[config.mk]
export PLATFORM = sky130hd
export DESIGN_NAME = latch_write_arbiter_flat
export DESIGN_NICKNAME = d
export VERILOG_FILES = /design/src/rtl/latch_write_arbiter_if.sv /design/src/rtl/latch_write_arbiter.sv /design/src/flat_wrapper.sv
export SDC_FILE = /design/constraint.sdc
export NUM_CORES = 1
export LEC_CHECK = 0
export BUFFER_PORTS_ARGS = -buffer_cell sky130_fd_sc_hd__buf_2
export CORE_UTILIZATION = 55
export CTS_CLUSTER_SIZE = 30
export DETAILED_ROUTE_END_ITERATION = 16
export PLACE_DENSITY = 0.85
export SLEW_MARGIN = 20
export SYNTH_ARGS = -nofsm -noshare
export SYNTH_HDL_FRONTEND = slang
export SYNTH_SLANG_ARGS = --single-unit
[constraint.sdc]
create_clock -name _clock -period 4 [get_ports _clock]
set_clock_uncertainty 0.15 [all_clocks]
set_input_delay 0.8 -clock _clock [delete_from_list [all_inputs] [get_ports _clock]]
set_output_delay 0.8 -clock _clock [all_outputs]
set_load 0.02 [all_outputs]
[src/rtl/latch_write_arbiter_if.sv]
// Requester/latch-side bus of the latch write arbiter.
// The slave modport is the arbiter's view; master is the requester/latch side.
interface latch_write_arbiter_if #(
  parameter int WIDTH = 8
);
  logic [3:0]       _req;
  logic [WIDTH-1:0] _wdata0;
  logic [WIDTH-1:0] _wdata1;
  logic [WIDTH-1:0] _wdata2;
  logic [WIDTH-1:0] _wdata3;
  logic [3:0]       _gnt;
  logic [3:0]       _ack;
  logic [WIDTH-1:0] _D;
  logic [WIDTH-1:0] _E;
  logic             _busy;
  logic [WIDTH-1:0] _return;

  modport master (
    output _req, _wdata0, _wdata1, _wdata2, _wdata3,
    input  _gnt, _ack, _D, _E, _busy, _return
  );

  modport slave (
    input  _req, _wdata0, _wdata1, _wdata2, _wdata3,
    output _gnt, _ack, _D, _E, _busy, _return
  );
endinterface

[src/rtl/latch_write_arbiter.sv]
// Round-robin write controller for a shared enable latch.
// Grants one of four requesters, then walks the latch pins through
// setup (_E low, _D stable), a one-cycle enable, and hold (_E low, _D stable).
// Every output comes straight from a flop.
module latch_write_arbiter #(
  parameter int WIDTH     = 8,
  parameter int SETUP_CYC = 1
) (
  input logic                   _clock,
  input logic                   _reset,
  latch_write_arbiter_if.slave  bus
);

  typedef enum logic [1:0] {
    ST_IDLE,
    ST_SETUP,
    ST_ENABLE,
    ST_HOLD
  } state_t;

  // Terminal count of the setup and hold phases.
  localparam logic [3:0] LAST_CNT = 4'(SETUP_CYC - 1);

  state_t           state_reg, state_next;
  logic [3:0]       cnt_reg, cnt_next;
  logic [1:0]       ptr_reg, ptr_next;
  logic [1:0]       owner_reg, owner_next;
  logic [3:0]       gnt_reg, gnt_next;
  logic [3:0]       ack_reg, ack_next;
  logic [WIDTH-1:0] d_reg, d_next;
  logic [WIDTH-1:0] e_reg, e_next;
  logic             busy_reg, busy_next;
  logic [WIDTH-1:0] return_reg, return_next;

  logic [WIDTH-1:0] wdata_arr [4];
  logic [3:0]       req_rot;
  logic [1:0]       win_off;
  logic [1:0]       winner;

  assign wdata_arr[0] = bus._wdata0;
  assign wdata_arr[1] = bus._wdata1;
  assign wdata_arr[2] = bus._wdata2;
  assign wdata_arr[3] = bus._wdata3;

  // Rotate the request vector so that bit 0 is the requester at ptr.
  for (genvar gi = 0; gi < 4; gi++) begin : g_rot
    logic [1:0] rot_idx;
    assign rot_idx     = ptr_reg + 2'(gi);
    assign req_rot[gi] = bus._req[rot_idx];
  end

  // First set bit of the rotated vector gives the offset of the winner from ptr.
  always_comb begin
    win_off = 2'd0;
    for (int i = 3; i >= 0; i--) begin
      if (req_rot[i]) begin
        win_off = 2'(i);
      end
    end
  end

  assign winner = ptr_reg + win_off;

  // Next-state logic; output registers are loaded from the next state so
  // nothing combinational reaches the pins.
  always_comb begin
    state_next  = state_reg;
    cnt_next    = cnt_reg;
    ptr_next    = ptr_reg;
    owner_next  = owner_reg;
    gnt_next    = gnt_reg;
    d_next      = d_reg;
    return_next = return_reg;

    case (state_reg)
      ST_IDLE: begin
        // Requests are only looked at here; a busy arbiter ignores them.
        if (|bus._req) begin
          owner_next = winner;
          gnt_next   = 4'b0001 << winner;
          d_next     = wdata_arr[winner];
          cnt_next   = 4'd0;
          state_next = ST_SETUP;
        end
      end
      ST_SETUP: begin
        if (cnt_reg == LAST_CNT) begin
          cnt_next   = 4'd0;
          state_next = ST_ENABLE;
        end else begin
          cnt_next = cnt_reg + 4'd1;
        end
      end
      ST_ENABLE: begin
        return_next = d_reg;
        cnt_next    = 4'd0;
        state_next  = ST_HOLD;
      end
      ST_HOLD: begin
        if (cnt_reg == LAST_CNT) begin
          gnt_next   = 4'b0000;
          ptr_next   = owner_reg + 2'd1;
          state_next = ST_IDLE;
        end else begin
          cnt_next = cnt_reg + 4'd1;
        end
      end
      default: begin
        state_next = ST_IDLE;
      end
    endcase

    e_next    = {WIDTH{state_next == ST_ENABLE}};
    busy_next = (state_next != ST_IDLE);
    ack_next  = (state_next == ST_HOLD && cnt_next == LAST_CNT) ? gnt_next : 4'b0000;
  end

  // State and output registers; reset drops _E at once and aborts any write.
  always_ff @(posedge _clock or negedge _reset) begin
    if (!_reset) begin
      state_reg  <= ST_IDLE;
      cnt_reg    <= 4'd0;
      ptr_reg    <= 2'd0;
      owner_reg  <= 2'd0;
      gnt_reg    <= 4'b0000;
      ack_reg    <= 4'b0000;
      d_reg      <= '0;
      e_reg      <= '0;
      busy_reg   <= 1'b0;
      return_reg <= '0;
    end else begin
      state_reg  <= state_next;
      cnt_reg    <= cnt_next;
      ptr_reg    <= ptr_next;
      owner_reg  <= owner_next;
      gnt_reg    <= gnt_next;
      ack_reg    <= ack_next;
      d_reg      <= d_next;
      e_reg      <= e_next;
      busy_reg   <= busy_next;
      return_reg <= return_next;
    end
  end

  assign bus._gnt    = gnt_reg;
  assign bus._ack    = ack_reg;
  assign bus._D      = d_reg;
  assign bus._E      = e_reg;
  assign bus._busy   = busy_reg;
  assign bus._return = return_reg;

endmodule

[src/flat_wrapper.sv]
// flat-port wrapper written by rule: the top's interface ports become plain ports
module latch_write_arbiter_flat 
#(
  parameter int WIDTH     = 8,
  parameter int SETUP_CYC = 1
)
  (_clock, _reset, bus__req, bus__wdata0, bus__wdata1, bus__wdata2, bus__wdata3, bus__gnt, bus__ack, bus__D, bus__E, bus__busy, bus__return);
  latch_write_arbiter_if #(.WIDTH(WIDTH)) bus_i ();
  input logic _clock;
  input logic _reset;
  input wire logic [$bits(bus_i._req)-1:0] bus__req;
  input wire logic [$bits(bus_i._wdata0)-1:0] bus__wdata0;
  input wire logic [$bits(bus_i._wdata1)-1:0] bus__wdata1;
  input wire logic [$bits(bus_i._wdata2)-1:0] bus__wdata2;
  input wire logic [$bits(bus_i._wdata3)-1:0] bus__wdata3;
  output wire logic [$bits(bus_i._gnt)-1:0] bus__gnt;
  output wire logic [$bits(bus_i._ack)-1:0] bus__ack;
  output wire logic [$bits(bus_i._D)-1:0] bus__D;
  output wire logic [$bits(bus_i._E)-1:0] bus__E;
  output wire logic [$bits(bus_i._busy)-1:0] bus__busy;
  output wire logic [$bits(bus_i._return)-1:0] bus__return;
  assign bus_i._req = bus__req;
  assign bus_i._wdata0 = bus__wdata0;
  assign bus_i._wdata1 = bus__wdata1;
  assign bus_i._wdata2 = bus__wdata2;
  assign bus_i._wdata3 = bus__wdata3;
  assign bus__gnt = bus_i._gnt;
  assign bus__ack = bus_i._ack;
  assign bus__D = bus_i._D;
  assign bus__E = bus_i._E;
  assign bus__busy = bus_i._busy;
  assign bus__return = bus_i._return;
  latch_write_arbiter #(.WIDTH(WIDTH), .SETUP_CYC(SETUP_CYC)) u_core (._clock(_clock), ._reset(_reset), .bus(bus_i));
endmodule
==> results_dict.tcl <==
set metrics [dict create \
    avgViaCountPerCell 5.77 \
    cp_max_fo 8 \
    synthTopCellsByArea "dfrtp_1 (39%), nor2b_1 (5.7%), a2111oi_2 (5.2%)" \
    hold_class "register to register" \
    clk_pin_slew_worst_paths_ns 0.07 \
    drc 0 \
    syn_inst 219 \
    rows 23 \
    relSlewSlack 0.469 \
    post_dp_cell_area_mm2 0.00258 \
    drive_gt1_frac 0.391 \
    cp-start-kind "register" \
    drtIter0Drc 135 \
    gr-usage-all-layers 0.247 \
    final_nets 323 \
    clock_latency_ns 0.29 \
    grt_max_degree 37 \
    stdcell_count 326 \
    cts_made_buffers 5 \
    maxCapViolCount 0 \
    fin_tns_setup_ns 0 \
    fmax_mhz 336 \
    die_x_um 66.7 \
    syn_area_per_cell_um2 10.5 \
    fin_crit_sh 0.745 \
    cts_resized 0 \
    stdcell_area_mm2 0.00268 \
    cp.required_ns 4.06 \
    port_buffers 70 \
    synth_edf_count 0 \
    finalWeightedCongestion 0.841 \
    cts_max_path_buffers 2 \
    layout_setup_ws_ns 1.02 \
    vias 1881 \
    ant_nets 0 \
    cts_tree "done" \
    critical_path_class "register to register" \
    yosys_register_bits 36 \
    setup_violations 0 \
    holdBufCountCts 0 \
    yosys.area.top_type "dfrtp_1" \
    outcome "completed" \
    ys_warn_count 0 \
    dp.cells 319 \
    rsz0062_at_grt "no" \
    tightestPinTransition_ns 0.797 \
    ir_drop_mv 0.458 \
    coreArea_mm2 0.00400 \
    start_util 0.576 \
    hold_slack_ns 0.346 \
    final_max_slew_viol_count 0 \
    grt_pass1_wl_um 8080 \
    dieArea_mm2 0.00445 \
    synth_top_area_frac 0.391 \
    powerDensity_mw_per_mm2 863 \
    min_period_ns 2.98 \
    wl_um 5190 \
    cts.sinks 36 \
    hpwl_um 3770 \
    post_cts.repair.setup_buffers 0 \
    total_power_mw 2.31 \
    io_pins 71 \
    htree_levels 2 \
    critical_path_arrival_ns 3.04 \
    wl_per_cell_um 15.9 \
    utilization 0.669 \
    synth_area_mm2 0.00230 \
    pre_cts_ws_ns 0.775 \
    ys_seq_area_frac 0.391 \
    async_flop_share 1.00 \
    grt_pass1_vias 1721 \
    grt_overflow 0 \
    synthToLayoutAreaGrowth_pct 16.3 \
    p_leak_nw 1.27 \
    crit_path_end_kind "register" \
    final_common_cell "buf_2" \
    hold_viol 0 \
    die_y_um 66.7 \
    antenna_found_initial 0 \
    root_buffer "clkbuf_8" \
    diodes 0 \
    synth_nets 266 \
    synth_flop_cell "dfrtp_1" \
    first_pass_iters 4 \
    layout_common_cells "buf_2 (70), dfrtp_1 (36), nor2b_1 (21)" \
    yosysUniqueCellTypes 55 \
]
[cells in the mapped netlist (all sizes together) (3+ instances only)]
cell type	n
a2111oi	9
a21oi	12
a221oi	9
a31oi	3
buf	16
clkbuf	5
dfrtp	36
ha	9
inv	8
mux2	9
nand2	20
nand2b	5
nor2	5
nor2b	21
nor3	3
o21ai	3
o31ai	9
or3	3
xnor2	3
[cell type report]
cell class              count  area (µm²)
fillers                   330        1320
well taps                  50        62.6
flip-flops and latches     36         901
multi-input cells         154        1230
clock buffers               7        96.3
inverters                   8        30.0
repair buffers             71         358
[layer usage]
metal,global-route usage,vias up,wire length [µm]
met3,0.0771,4,245
met2,0.400,46,2630
met1,0.319,911,2270
li1,-,920,-
met4,0.0559,0,42
met5,0,-,0
[power by group]
| part | switching (mW) | internal [mW] |
|---|---|---|
| clock network | 0.130 | 0.153 |
| registers | 0.114 | 0.504 |
| logic | 0.868 | 0.541 |
| total | 1.11 | 1.20 |
[worst paths after layout]
path,startpoint,end,slack (ns),depth (start not counted)
worst max-delay path,u_core.cnt_reg[0],u_core.bus._ack[3],1.02,10
worst min-delay path,u_core.bus._D[3],u_core.bus._D[3],0.35,2
worst max register to register,u_core.cnt_reg[0],u_core.bus._ack[3],1.02,10
worst min register to register,u_core.bus._D[3],u_core.bus._D[3],0.35,2
max in group asynchronous,_reset,u_core.bus._return[0],2.76,1
min in group asynchronous,_reset,u_core.bus._D[7],0.44,1
[worst max-delay path, stage by stage, from the launching register on]
cell and delay, ns:
dfrtp_1 0.42, inv_1 0.10, ha_1 0.14, nor3b_2 0.47, inv_1 0.17, ha_1 0.31
inv_1 0.05, a221o_1 0.29, a222oi_1 0.34, nand4_1 0.27, a21oi_1 0.20
[cell families after synthesis]
logic type	after synthesis	synth area share
compound gates	64	0.248
xor+xnor	4	0.0152
fa+ha+maj	9	0.0489
buf+inv	29	0.0745
flops	36	0.391
mux	9	0.0457
simple gates	68	0.177
(Power assumes the default switching activity.)
